### src/rtl/mult_div_ctrl_if.sv
// Operation request / result bundle for the iterative multiply-divide unit.
// The master issues start/op/a/b; the slave reports busy, completion strobes and HI/LO.
interface mult_div_ctrl_if;
  logic        start;
  logic [1:0]  op;
  logic [31:0] a;
  logic [31:0] b;
  logic        busy;
  logic        done;
  logic        hilo_we;
  logic [31:0] hi;
  logic [31:0] lo;
  logic        div0;

  modport master (
    output start, op, a, b,
    input  busy, done, hilo_we, hi, lo, div0
  );

  modport slave (
    input  start, op, a, b,
    output busy, done, hilo_we, hi, lo, div0
  );
endinterface

### src/rtl/mult_div_ctrl.sv
// Iterative 32x32 multiply / 32/32 divide controller producing HI/LO.
// Multiply: 32-cycle shift-add, LSB first, 64-bit accumulator.
// Divide: 32-cycle restoring division, MSB first, 33-bit partial remainder.
// Operands are reduced to magnitudes at accept time and signs are fixed up in FINISH.
// Build option: define MULTDIV_UNSIGNED_EN to make op[1] select unsigned multu/divu;
// otherwise op[1] is ignored and every operation is signed.
module mult_div_ctrl (
  input logic            clk_i,
  input logic            reset_i,
  mult_div_ctrl_if.slave bus
);

  typedef enum logic [1:0] {StIdle, StRun, StFinish} state_e;

  state_e      state_q, state_d;
  logic [5:0]  cnt_q, cnt_d;
  logic [63:0] acc_q, acc_d;          // mult: {partial, multiplier}; div: low half = quotient
  logic [32:0] rem_q, rem_d;
  logic [31:0] opa_q, opa_d;          // multiplicand or divisor magnitude
  logic        is_div_q, is_div_d;
  logic        neg_lo_q, neg_lo_d;    // negate product / quotient
  logic        neg_hi_q, neg_hi_d;    // negate remainder
  logic        div0_pend_q, div0_pend_d;
  logic [31:0] hi_q, hi_d;
  logic [31:0] lo_q, lo_d;
  logic        done_q, done_d;
  logic        hilo_we_q, hilo_we_d;
  logic        div0_q, div0_d;

  logic        op_signed;
  logic        a_neg, b_neg;
  logic [31:0] a_mag, b_mag;
  logic        req_div;

`ifdef MULTDIV_UNSIGNED_EN
  assign op_signed = ~bus.op[1];
`else
  logic unused_op1;
  assign unused_op1 = bus.op[1];
  assign op_signed  = 1'b1;
`endif

  assign req_div = bus.op[0];
  assign a_neg   = op_signed & bus.a[31];
  assign b_neg   = op_signed & bus.b[31];
  assign a_mag   = a_neg ? (~bus.a + 32'd1) : bus.a;
  assign b_mag   = b_neg ? (~bus.b + 32'd1) : bus.b;

  // One multiply step: add multiplicand when the current multiplier bit is set, shift right.
  logic [32:0] mul_sum;
  assign mul_sum = {1'b0, acc_q[63:32]} + {1'b0, (acc_q[0] ? opa_q : 32'd0)};

  // One restoring-divide step: shift next dividend bit in, trial-subtract the divisor.
  logic [33:0] rem_sh;
  logic [33:0] div_diff;
  logic        div_take;
  assign rem_sh   = {rem_q, acc_q[31]};
  assign div_diff = rem_sh - {2'b00, opa_q};
  assign div_take = ~div_diff[33];

  // Sign correction applied when results are written back.
  logic [63:0] prod_fix;
  logic [31:0] quo_fix;
  logic [31:0] rem_fix;
  assign prod_fix = neg_lo_q ? (~acc_q + 64'd1) : acc_q;
  assign quo_fix  = neg_lo_q ? (~acc_q[31:0] + 32'd1) : acc_q[31:0];
  assign rem_fix  = neg_hi_q ? (~rem_q[31:0] + 32'd1) : rem_q[31:0];

  // Next-state, datapath step and registered strobe generation.
  always_comb begin
    state_d     = state_q;
    cnt_d       = cnt_q;
    acc_d       = acc_q;
    rem_d       = rem_q;
    opa_d       = opa_q;
    is_div_d    = is_div_q;
    neg_lo_d    = neg_lo_q;
    neg_hi_d    = neg_hi_q;
    div0_pend_d = div0_pend_q;
    hi_d        = hi_q;
    lo_d        = lo_q;
    done_d      = 1'b0;
    hilo_we_d   = 1'b0;
    div0_d      = 1'b0;

    unique case (state_q)
      StIdle: begin
        if (bus.start) begin
          is_div_d    = req_div;
          cnt_d       = 6'd0;
          rem_d       = 33'd0;
          neg_lo_d    = a_neg ^ b_neg;
          div0_pend_d = req_div & (bus.b == 32'd0);
          if (req_div) begin
            opa_d    = b_mag;
            acc_d    = {32'd0, a_mag};
            neg_hi_d = a_neg;
          end else begin
            opa_d    = a_mag;
            acc_d    = {32'd0, b_mag};
            neg_hi_d = 1'b0;
          end
          // Divide by zero skips the iterations entirely.
          state_d = (req_div && (bus.b == 32'd0)) ? StFinish : StRun;
        end
      end

      StRun: begin
        cnt_d = cnt_q + 6'd1;
        if (is_div_q) begin
          rem_d = div_take ? div_diff[32:0] : rem_sh[32:0];
          acc_d = {32'd0, acc_q[30:0], div_take};
        end else begin
          acc_d = {mul_sum, acc_q[31:1]};
        end
        if (cnt_q == 6'd31) begin
          state_d = StFinish;
        end
      end

      StFinish: begin
        state_d = StIdle;
        done_d  = 1'b1;
        if (div0_pend_q) begin
          div0_d = 1'b1;
        end else begin
          hilo_we_d = 1'b1;
          if (is_div_q) begin
            hi_d = rem_fix;
            lo_d = quo_fix;
          end else begin
            hi_d = prod_fix[63:32];
            lo_d = prod_fix[31:0];
          end
        end
      end

      default: state_d = StIdle;
    endcase
  end

  // State and datapath registers with synchronous active-high reset.
  always_ff @(posedge clk_i) begin
    if (reset_i) begin
      state_q     <= StIdle;
      cnt_q       <= 6'd0;
      acc_q       <= 64'd0;
      rem_q       <= 33'd0;
      opa_q       <= 32'd0;
      is_div_q    <= 1'b0;
      neg_lo_q    <= 1'b0;
      neg_hi_q    <= 1'b0;
      div0_pend_q <= 1'b0;
      hi_q        <= 32'd0;
      lo_q        <= 32'd0;
      done_q      <= 1'b0;
      hilo_we_q   <= 1'b0;
      div0_q      <= 1'b0;
    end else begin
      state_q     <= state_d;
      cnt_q       <= cnt_d;
      acc_q       <= acc_d;
      rem_q       <= rem_d;
      opa_q       <= opa_d;
      is_div_q    <= is_div_d;
      neg_lo_q    <= neg_lo_d;
      neg_hi_q    <= neg_hi_d;
      div0_pend_q <= div0_pend_d;
      hi_q        <= hi_d;
      lo_q        <= lo_d;
      done_q      <= done_d;
      hilo_we_q   <= hilo_we_d;
      div0_q      <= div0_d;
    end
  end

  assign bus.busy    = (state_q != StIdle);
  assign bus.done    = done_q;
  assign bus.hilo_we = hilo_we_q;
  assign bus.div0    = div0_q;
  assign bus.hi      = hi_q;
  assign bus.lo      = lo_q;

endmodule

### src/flat_wrapper.sv
// flat-port wrapper written by rule: the top's interface ports become plain ports
module mult_div_ctrl_flat 
  (clk_i, reset_i, bus_start, bus_op, bus_a, bus_b, bus_busy, bus_done, bus_hilo_we, bus_hi, bus_lo, bus_div0);
  mult_div_ctrl_if bus_i ();
  input logic clk_i;
  input logic reset_i;
  input wire logic [$bits(bus_i.start)-1:0] bus_start;
  input wire logic [$bits(bus_i.op)-1:0] bus_op;
  input wire logic [$bits(bus_i.a)-1:0] bus_a;
  input wire logic [$bits(bus_i.b)-1:0] bus_b;
  output wire logic [$bits(bus_i.busy)-1:0] bus_busy;
  output wire logic [$bits(bus_i.done)-1:0] bus_done;
  output wire logic [$bits(bus_i.hilo_we)-1:0] bus_hilo_we;
  output wire logic [$bits(bus_i.hi)-1:0] bus_hi;
  output wire logic [$bits(bus_i.lo)-1:0] bus_lo;
  output wire logic [$bits(bus_i.div0)-1:0] bus_div0;
  assign bus_i.start = bus_start;
  assign bus_i.op = bus_op;
  assign bus_i.a = bus_a;
  assign bus_i.b = bus_b;
  assign bus_busy = bus_i.busy;
  assign bus_done = bus_i.done;
  assign bus_hilo_we = bus_i.hilo_we;
  assign bus_hi = bus_i.hi;
  assign bus_lo = bus_i.lo;
  assign bus_div0 = bus_i.div0;
  mult_div_ctrl u_core (.clk_i(clk_i), .reset_i(reset_i), .bus(bus_i));
endmodule
### config.mk
export PLATFORM = sky130hd
export DESIGN_NAME = mult_div_ctrl_flat
export DESIGN_NICKNAME = d
export VERILOG_FILES = /design/src/rtl/mult_div_ctrl_if.sv /design/src/rtl/mult_div_ctrl.sv /design/src/flat_wrapper.sv
export SDC_FILE = /design/constraint.sdc
export NUM_CORES = 1
export LEC_CHECK = 0
export CAP_MARGIN = 20
export CORE_UTILIZATION = 66
export CTS_BUF_LIST = sky130_fd_sc_hd__clkbuf_4 sky130_fd_sc_hd__clkbuf_8
export DETAILED_ROUTE_END_ITERATION = 12
export PLACE_DENSITY = 0.91
export SETUP_SLACK_MARGIN = 0.3
export SYNTH_ARGS = -nofsm -noshare
export SYNTH_HDL_FRONTEND = slang
export SYNTH_SLANG_ARGS = --single-unit
export TNS_END_PERCENT = 5
### constraint.sdc
create_clock -name clk_i -period 7.23 [get_ports clk_i]
set_input_delay 1.446 -clock clk_i [delete_from_list [all_inputs] [get_ports clk_i]]
set_output_delay 1.446 -clock clk_i [all_outputs]
set_load 0.02 [all_outputs]
* Word level (Yosys, flattened, before mapping) *
Index checks and enable logic that the tools add are counted.

cells by class
  add/subtract/negate cells = 8
  equality and inequality tests = 6
  multiplexer cells = 27
  bitwise operators = 10
  reduce and logical (&&, ||, !) cells = 11

operators by type and width
  cell                     number
  $mux W32                 9
  $mux W64                 3
  $add A32 B1 Y32 const B  4
  $not A32 Y32             4
  $pmux W64 S2             1
  $mux W33                 3
  $pmux W33 S2             1
  $add A64 B1 Y64 const B  1
  $not A64 Y64             1
  $sub A34 B32 Y34         1
  $add A32 B32 Y33         1
  $logic_not A32 Y1        1
  $pmux W6 S2              1
  $reduce_and A2 Y1        4
  $add A6 B1 Y6 const B    1
  $eq A6 B5 Y1 const B     1
  $mux W2                  3
  $mux W6                  1
  $mux W1                  4
  $ne A2 B1 Y1 const B     2
  $pmux W2 S2              1
  $reduce_bool A2 Y1       2
  $not A1 Y1               3
  $reduce_and A3 Y1        1
  other kinds (8)          8

word-level totals
  bits in registers = 208
  input bits = 69
  output and inout port bits = 68
  word-level logic and storage cells = 76

* Depth between registers and ports, before layout *
Gate-level depths: netlist (run 1).

  depth in word-level cells = 6
  depth in mapped cells = 13

* Least setup slack after synthesis (run 1) *
Ideal clock, no wire load.

  path kind = input-to-reg
  start point = input port bus_a[10]
  end point = register u_core.acc_q[27]
  library setup time = 0.086 ns
  arrival = 3.948 ns
  required time = 7.144 ns
  path slack = 3.196 ns
  stages = 7
  path buffers = 0
  path through = or4_1 -> or4_1 -> or3b_2 -> o41ai_1 -> xor2_1 -> o221a_2 -> a211oi_1

on the way
  longest elaborated chain between the ends = 6

ends and longest elaborated chain
  element                 RTL line              text
  start: declaration      flat_wrapper.sv:9     input wire logic [$bits(bus_i.a)-1:0] bus_a;
  $not A32 Y32            mult_div_ctrl.sv:46   assign a_mag = a_neg ? (~bus.a + 32'd1) : bus.a;
  $add A32 B1 Y32         mult_div_ctrl.sv:46
  $mux W32                mult_div_ctrl.sv:46
  $mux W32                mult_div_ctrl.sv:94   if (req_div) begin
  $mux W64                mult_div_ctrl.sv:88   if (bus.start) begin
  $pmux W64 S2            mult_div_ctrl.sv:86   unique case (state_q)
  end signal: assignment  mult_div_ctrl.sv:147  acc_q <= 64'd0;
  end signal: assignment  mult_div_ctrl.sv:162  acc_q <= acc_d;
  end: declaration        mult_div_ctrl.sv:17   logic [63:0] acc_q, acc_d;

No other way between the ends. The select of a mux whose other input is x is not followed.
A chain may end at the register's enable or synchronous reset.

* Worst setup path after layout (run 1) *
  start point = input port bus_a[8]
  end point = register u_core.acc_q[28]

The elaborated chain is that of the path after synthesis.

==> impl_metrics.toml, run 1 <==
[clock_tree]
postCtsHoldBufs = 0
path_clk_slew_ps = 60
cts_setup_buffers = 0
cts-htree-levels = 2
clock_sinks = 208
cts_resized = 0
clock_latency_ps = 570
numCtsBuffers = 38
root_buffer = "clkbuf_8"
cts_buffer_depth = 3
cts_tree = "built"

[global_route]
grt_usage_pct = 41.9
grt_pass1_vias = 15300
use_met1_pct = 56.6
grt_max_degree = 69
antenna_found_initial = 0
top_usage_layer = "met2"
met3_usage_pct = 9.97
grt_pass1_wl_mm = 81.6
met2_usage_pct = 63.2
grt-ovfl-total = 0

[timing]
relSlewSlack_pct = 23.2
finalClockSkew_ps = 23.6
finalHoldViolCount = 0
min_period_ps = 4270
setup_tns_ps = 0
max_freq_mhz = 234
setup_viol = 0
period_share_pct = 59.0
report.final.slew_viol_count = 0
worstMarginPinSlew_ps = 1150
rsz0062_at_grt = "no"

[worst_setup_path]
crit_arrival_ps = 4700
criticalPathCategory = "in2reg"
path_max_fanout = 6
cp_data_required_time_ps = 7660
startpoint_type = "primary input"
worstSetupEndpointType = "flip-flop"

[yosys]
synth-warning-count = 0
synth_area_um2 = 15900
yosysTopAreaCell = "dfxtp_1"
yosysMostFrequentCell = "nand2_1"
synth.distinct_cells = 79
synth_seq_cells = 208
synth_top_area_share_pct = 26.1
syn_avg_cell_area_um2 = 7.52
synth_edf_count = 0
ys.flop_type = "dfxtp_1"
synthTopCellsByCount = "244 x nand2_1, 235 x nor2_1, 208 x dfxtp_1"
synthTopCellsByArea = "dfxtp_1 26%, xor2_1 6.3%, nand2_1 5.7%, mux2i_1 5.7%, nor2_1 5.5%"
netlist_instances = 2119
async_flop_share_pct = 0
synth_fp_nets = 2259
seq_area_frac_synth_pct = 26.1

[placed_design]
portBuffers = 135
dp_hpwl_mm = 38.1
place_area_um2 = 17300
place_congestion = 1.01

[floorplan]
core-area_um2 = 23500
die_height_um = 157
fp.dieW_um = 157
io_pins = 137
dieArea_um2 = 24800
num_rows = 56
initial_core_util_pct = 67.7

[finish]
area_delta_synth_final_pct = 14.0
multiInputGateArea_um2 = 11000
nNetsFinal = 2319
final_layout_size_suffix_gt1_share_pct = 6.17
final_area_um2 = 18200
fill_cells = 1762
regArea_um2 = 4170

[pwr]
pwr-share-seq_pct = 38.3
combPwrFrac_pct = 24.8
irDropWorstVdd_mv = 0.177
power_frac_clock_pct = 36.8
switching_share_pct = 34.3
power_density_nw_per_um2 = 184
power_mw = 3.35
internal_power_mw = 2.20
p_leak_nw = 6.94
p_sw_mw = 1.15

[routing]
via_per_inst = 6.74
drt_wl_total_mm = 52.5
vias = 17000
first_iter_violations = 2480
wl_per_cell_um = 20.8
first_pass_iters = 7
antenna_left = 0
drc = 0

[flow_run]
maxCapViolCount = 0

[outcome]
status = "complete, no violations"

[hold_path]
hold_path_class = "reg2reg"
==> through the flow <==
step | hold slack [ps] | utilization (%) | setup WS [ps] | instances
2_1_floorplan | 432 | - | 3200 | 2119
6_report | 449 | 77.2 | 2960 | 2526
4_1_cts | 451 | 77.1 | 3040 | 2524
3_3_place_gp | 437 | 73.6 | 2530 | 2457
3_5_place_dp | 443 | 73.6 | 2490 | 2457
5_1_grt | 464 | 77.2 | 2850 | 2525
==> metal layers <==
metal | part of all wire, % | vias up
met4 | 4.4 | 0
met3 | 12 | 177
met2 | 43 | 1110
met1 | 40 | 7908
met5 | 0 | -
li1 | - | 7841
==> cell families (layout without fill, tap and decap cells) <==
| family | Yosys count | count (layout) | synth area share, % |
|---|---|---|---|
| other cells | 0 | 1 | 0 |
| flops | 208 | 208 | 26.1 |
| compound gates | 599 | 599 | 24.8 |
| xor+xnor | 190 | 190 | 10.4 |
| fa+ha+maj | 71 | 71 | 5.67 |
| simple gates | 756 | 756 | 22.2 |
| mux | 92 | 92 | 5.79 |
| buf+inv | 203 | 290 | 4.97 |
==> placed cells by master, fill, tap and decap left out, types with 12 or more instances in the layout <==
master	count
a21o_1	23
clkdlybuf4s50_1	133
a21oi_1	132
o211ai_1	19
clkbuf_8	51
o41ai_1	18
nor2_1	231
a22oi_1	14
o21ai_0	141
mux2i_1	91
o31ai_1	42
inv_1	64
or4_1	16
dfxtp_1	206
buf_4	22
xor2_1	115
ha_1	69
nor3_1	71
a31oi_1	30
or3_1	23
nor4_1	23
xnor2_1	75
nand3_1	44
a211oi_1	55
nand2_1	244
nand2b_1	16
and3_1	12
nand4_1	12
==> power groups by stage <==
stage / Sequential, mW / Combinational (mW) / Clock [mW]
detailed placement: 1.30 / 0.796 / 0
global route: 1.29 / 0.887 / 1.28
CTS: 1.28 / 0.804 / 1.23
finish: 1.28 / 0.831 / 1.23
floorplan: 1.27 / 0.571 / 0
global placement: 1.30 / 0.774 / 0
==> critical path, stage by stage <==
cell and delay (ps):
clkdlybuf4s50_1 460, or4_1 630, or3_1 400, or4b_2 690
o21ai_0 260, xor2_1 230, a21oi_1 160, a211oi_1 310
nor3_1 90
==> final cells by class <==
type	instances	share of cell area, %
inverter	66	1.36
sequential	208	22.9
antenna	1	0.0138
tap	319	2.20
timing repair buffer	157	8.29
multi-input combinational	1708	60.6
clock inverter	6	0.275
clock buffer	61	4.28
==> final timing paths <==
| check | from | end | slack (ps) | depth (start not counted) |
|---|---|---|---|---|
| max reg2reg | u_core.acc_q[0] | u_core.acc_q[62] | 3260 | 12 |
| min | u_core.bus.hi[16] | u_core.bus.hi[16] | 450 | 2 |
| max | bus_a[8] | u_core.acc_q[28] | 2960 | 9 |
| min reg2reg | u_core.bus.hi[16] | u_core.bus.hi[16] | 450 | 2 |
==> sequential cells by signal (all words and copies together), names as in the netlist <==
name / count
u_core.opa_q: 32
u_core.is_div_q: 1
u_core.bus.div0: 1
u_core.state_q: 2
u_core.bus.done: 1
u_core.acc_q: 64
u_core.bus.lo: 32
u_core.neg_lo_q: 1
u_core.neg_hi_q: 1
u_core.rem_q: 33
u_core.bus.hilo_we: 1
u_core.cnt_q: 6
u_core.bus.hi: 32
u_core.div0_pend_q: 1
Note: power is estimated with default switching activity, not from simulation.
==> run 2, diff against run 1 <==
Settings changed: CORE_UTILIZATION 66 to 61, PLACE_DENSITY 0.91 to 0.86.
Clock period 7.23 ns to 4.2 ns, I/O delays scaled along.
==> impl_metrics.toml, run 2 (synthesis gave the netlist of run 1 again) <==
[floorplan]
num_rows = 58
initial_core_util_pct = 62.7
die_height_um = 164
dieArea_um2 = 26800
fp.dieW_um = 164
core-area_um2 = 25400
io_pins = 137

[timing]
setup_viol = 0
report.final.slew_viol_count = 0
worstMarginPinSlew_ps = 922
finalClockSkew_ps = 31.6
setup_slack_ps = 610
period_share_pct = 85.5
min_period_ps = 3590
relSlewSlack_pct = 38.5
max_freq_mhz = 279
finalHoldViolCount = 0
setup_tns_ps = 0
rsz0062_at_grt = "no"

[global_route]
grt_usage_pct = 40.0
antenna_found_initial = 1
grt_max_degree = 79
grt_pass1_wl_mm = 83.4
grt_pass1_vias = 14700
grt-ovfl-total = 0

[routing]
first_iter_violations = 2373
first_pass_iters = 6
via_per_inst = 6.58
drt_wl_total_mm = 54.6
vias = 16800
wl_per_cell_um = 21.3
antenna_left = 0
drc = 0

[worst_setup_path]
critical-path-top-delay-family = "simple AND/OR/NAND/NOR gates"
crit_arrival_ps = 3980
slowest_delay_ps = 710
startpoint_type = "primary input"
cpMaxStageDelayCell = "or4b_2"
cp_data_required_time_ps = 4590
crit_buf_inv = 1
crit_chain = "clkdlybuf4s50_1 -> or4_1 -> or3_1 -> or4b_2 -> o21ai_0 -> xor2_1 -> a21oi_1 -> a211oi_1 -> nor3_1"
worstSetupEndpointType = "flip-flop"
criticalPathCategory = "in2reg"
path_max_fanout = 4

[placed_design]
place_congestion = 1.01
dp_hpwl_mm = 40.4
post-place-cells = 2489
portBuffers = 135
pre_cts_slack_ps = 134

[pwr]
p_sw_mw = 1.97
p_leak_nw = 7.07
switching_share_pct = 32.9
internal_power_mw = 4.02
power_frac_clock_pct = 38.9
irDropWorstVdd_mv = 0.309
power_density_nw_per_um2 = 325
combPwrFrac_pct = 24.6
pwr-share-seq_pct = 36.6

[clock_tree]
postCtsHoldBufs = 0
cts_buffer_depth = 3
cts_setup_buffers = 0
clock_sinks = 208
path_clk_slew_ps = 60
numCtsBuffers = 39
cts-htree-levels = 2
cts_resized = 0
clock_latency_ps = 560
root_buffer = "clkbuf_8"
cts_tree = "built"

[finish]
largest_reg_flops = 64
top_register = "u_core.acc_q"
top_regs = "u_core.acc_q (64), u_core.rem_q (33)"
area_delta_synth_final_pct = 15.7
nNetsFinal = 2341
final_layout_size_suffix_gt1_share_pct = 7.01
final_cell_mix = "244 x nand2_1, 231 x nor2_1, 206 x dfxtp_1"
final_common_cell = "nand2_1"
stdcell_count = 2557

[flow_run]
maxCapViolCount = 0

[outcome]
status = "complete, no violations"

[hold_path]
hold_path_class = "reg2reg"
==> run 2: power groups by stage <==
stage          sequential (mW)  combinational, mW  clock (mW)
6_report                  2.19               1.47        2.33
5_1_grt                   2.20               1.58        2.43
4_1_cts                   2.18               1.43        2.34
3_5_place_dp              2.23               1.42           0
3_3_place_gp              2.22               1.40           0
2_1_floorplan             2.19              0.983           0
==> run 2: stage by stage <==
stage	util (%)	instance area (µm²)	total power, mW	hold WS (ps)
floorplan	-	15900	3.17	432
global placement	69.0	17500	3.62	432
detailed placement	69.0	17500	3.65	441
CTS	72.5	18400	5.95	450
global route	72.6	18400	6.21	457
finish	72.6	18400	5.99	447
==> run 2: area by class of cell <==
cell class	instances	area [µm²]
Fill cell	2106	6970
Sequential cell	208	4170
Inverter	66	248
Antenna cell	1	2.50
Multi-Input combinational cell	1708	11000
Clock buffer	56	721
Timing Repair Buffer	178	1680
Tap cell	330	413
Clock inverter	10	181
==> run 2: worst paths after layout <==
| path | startpoint | end | slack [ps] | depth (start not counted) |
|---|---|---|---|---|
| worst max-delay path | bus_a[8] | u_core.acc_q[28] | 610 | 9 |
| worst min-delay path | u_core.bus.hi[10] | u_core.bus.hi[10] | 450 | 2 |
| worst max register to register | u_core.acc_q[0] | u_core.acc_q[62] | 620 | 12 |
| worst min register to register | u_core.bus.hi[10] | u_core.bus.hi[10] | 450 | 2 |
==> run 2: tightest hold or removal path, stage by stage, from the launching register on <==
cell and delay, ps:
dfxtp_1 310, nand2_1 50, nand2_1 40
==> run 2: per-layer routing <==
layer  global-route usage [%]  routed length, µm  share of wire [%]
met3                     7.47               6250                 11
met1                     57.7              23400                 43
met5                        0                  0                  0
met4                     15.1               2060                3.8
met2                     58.4              22900                 42
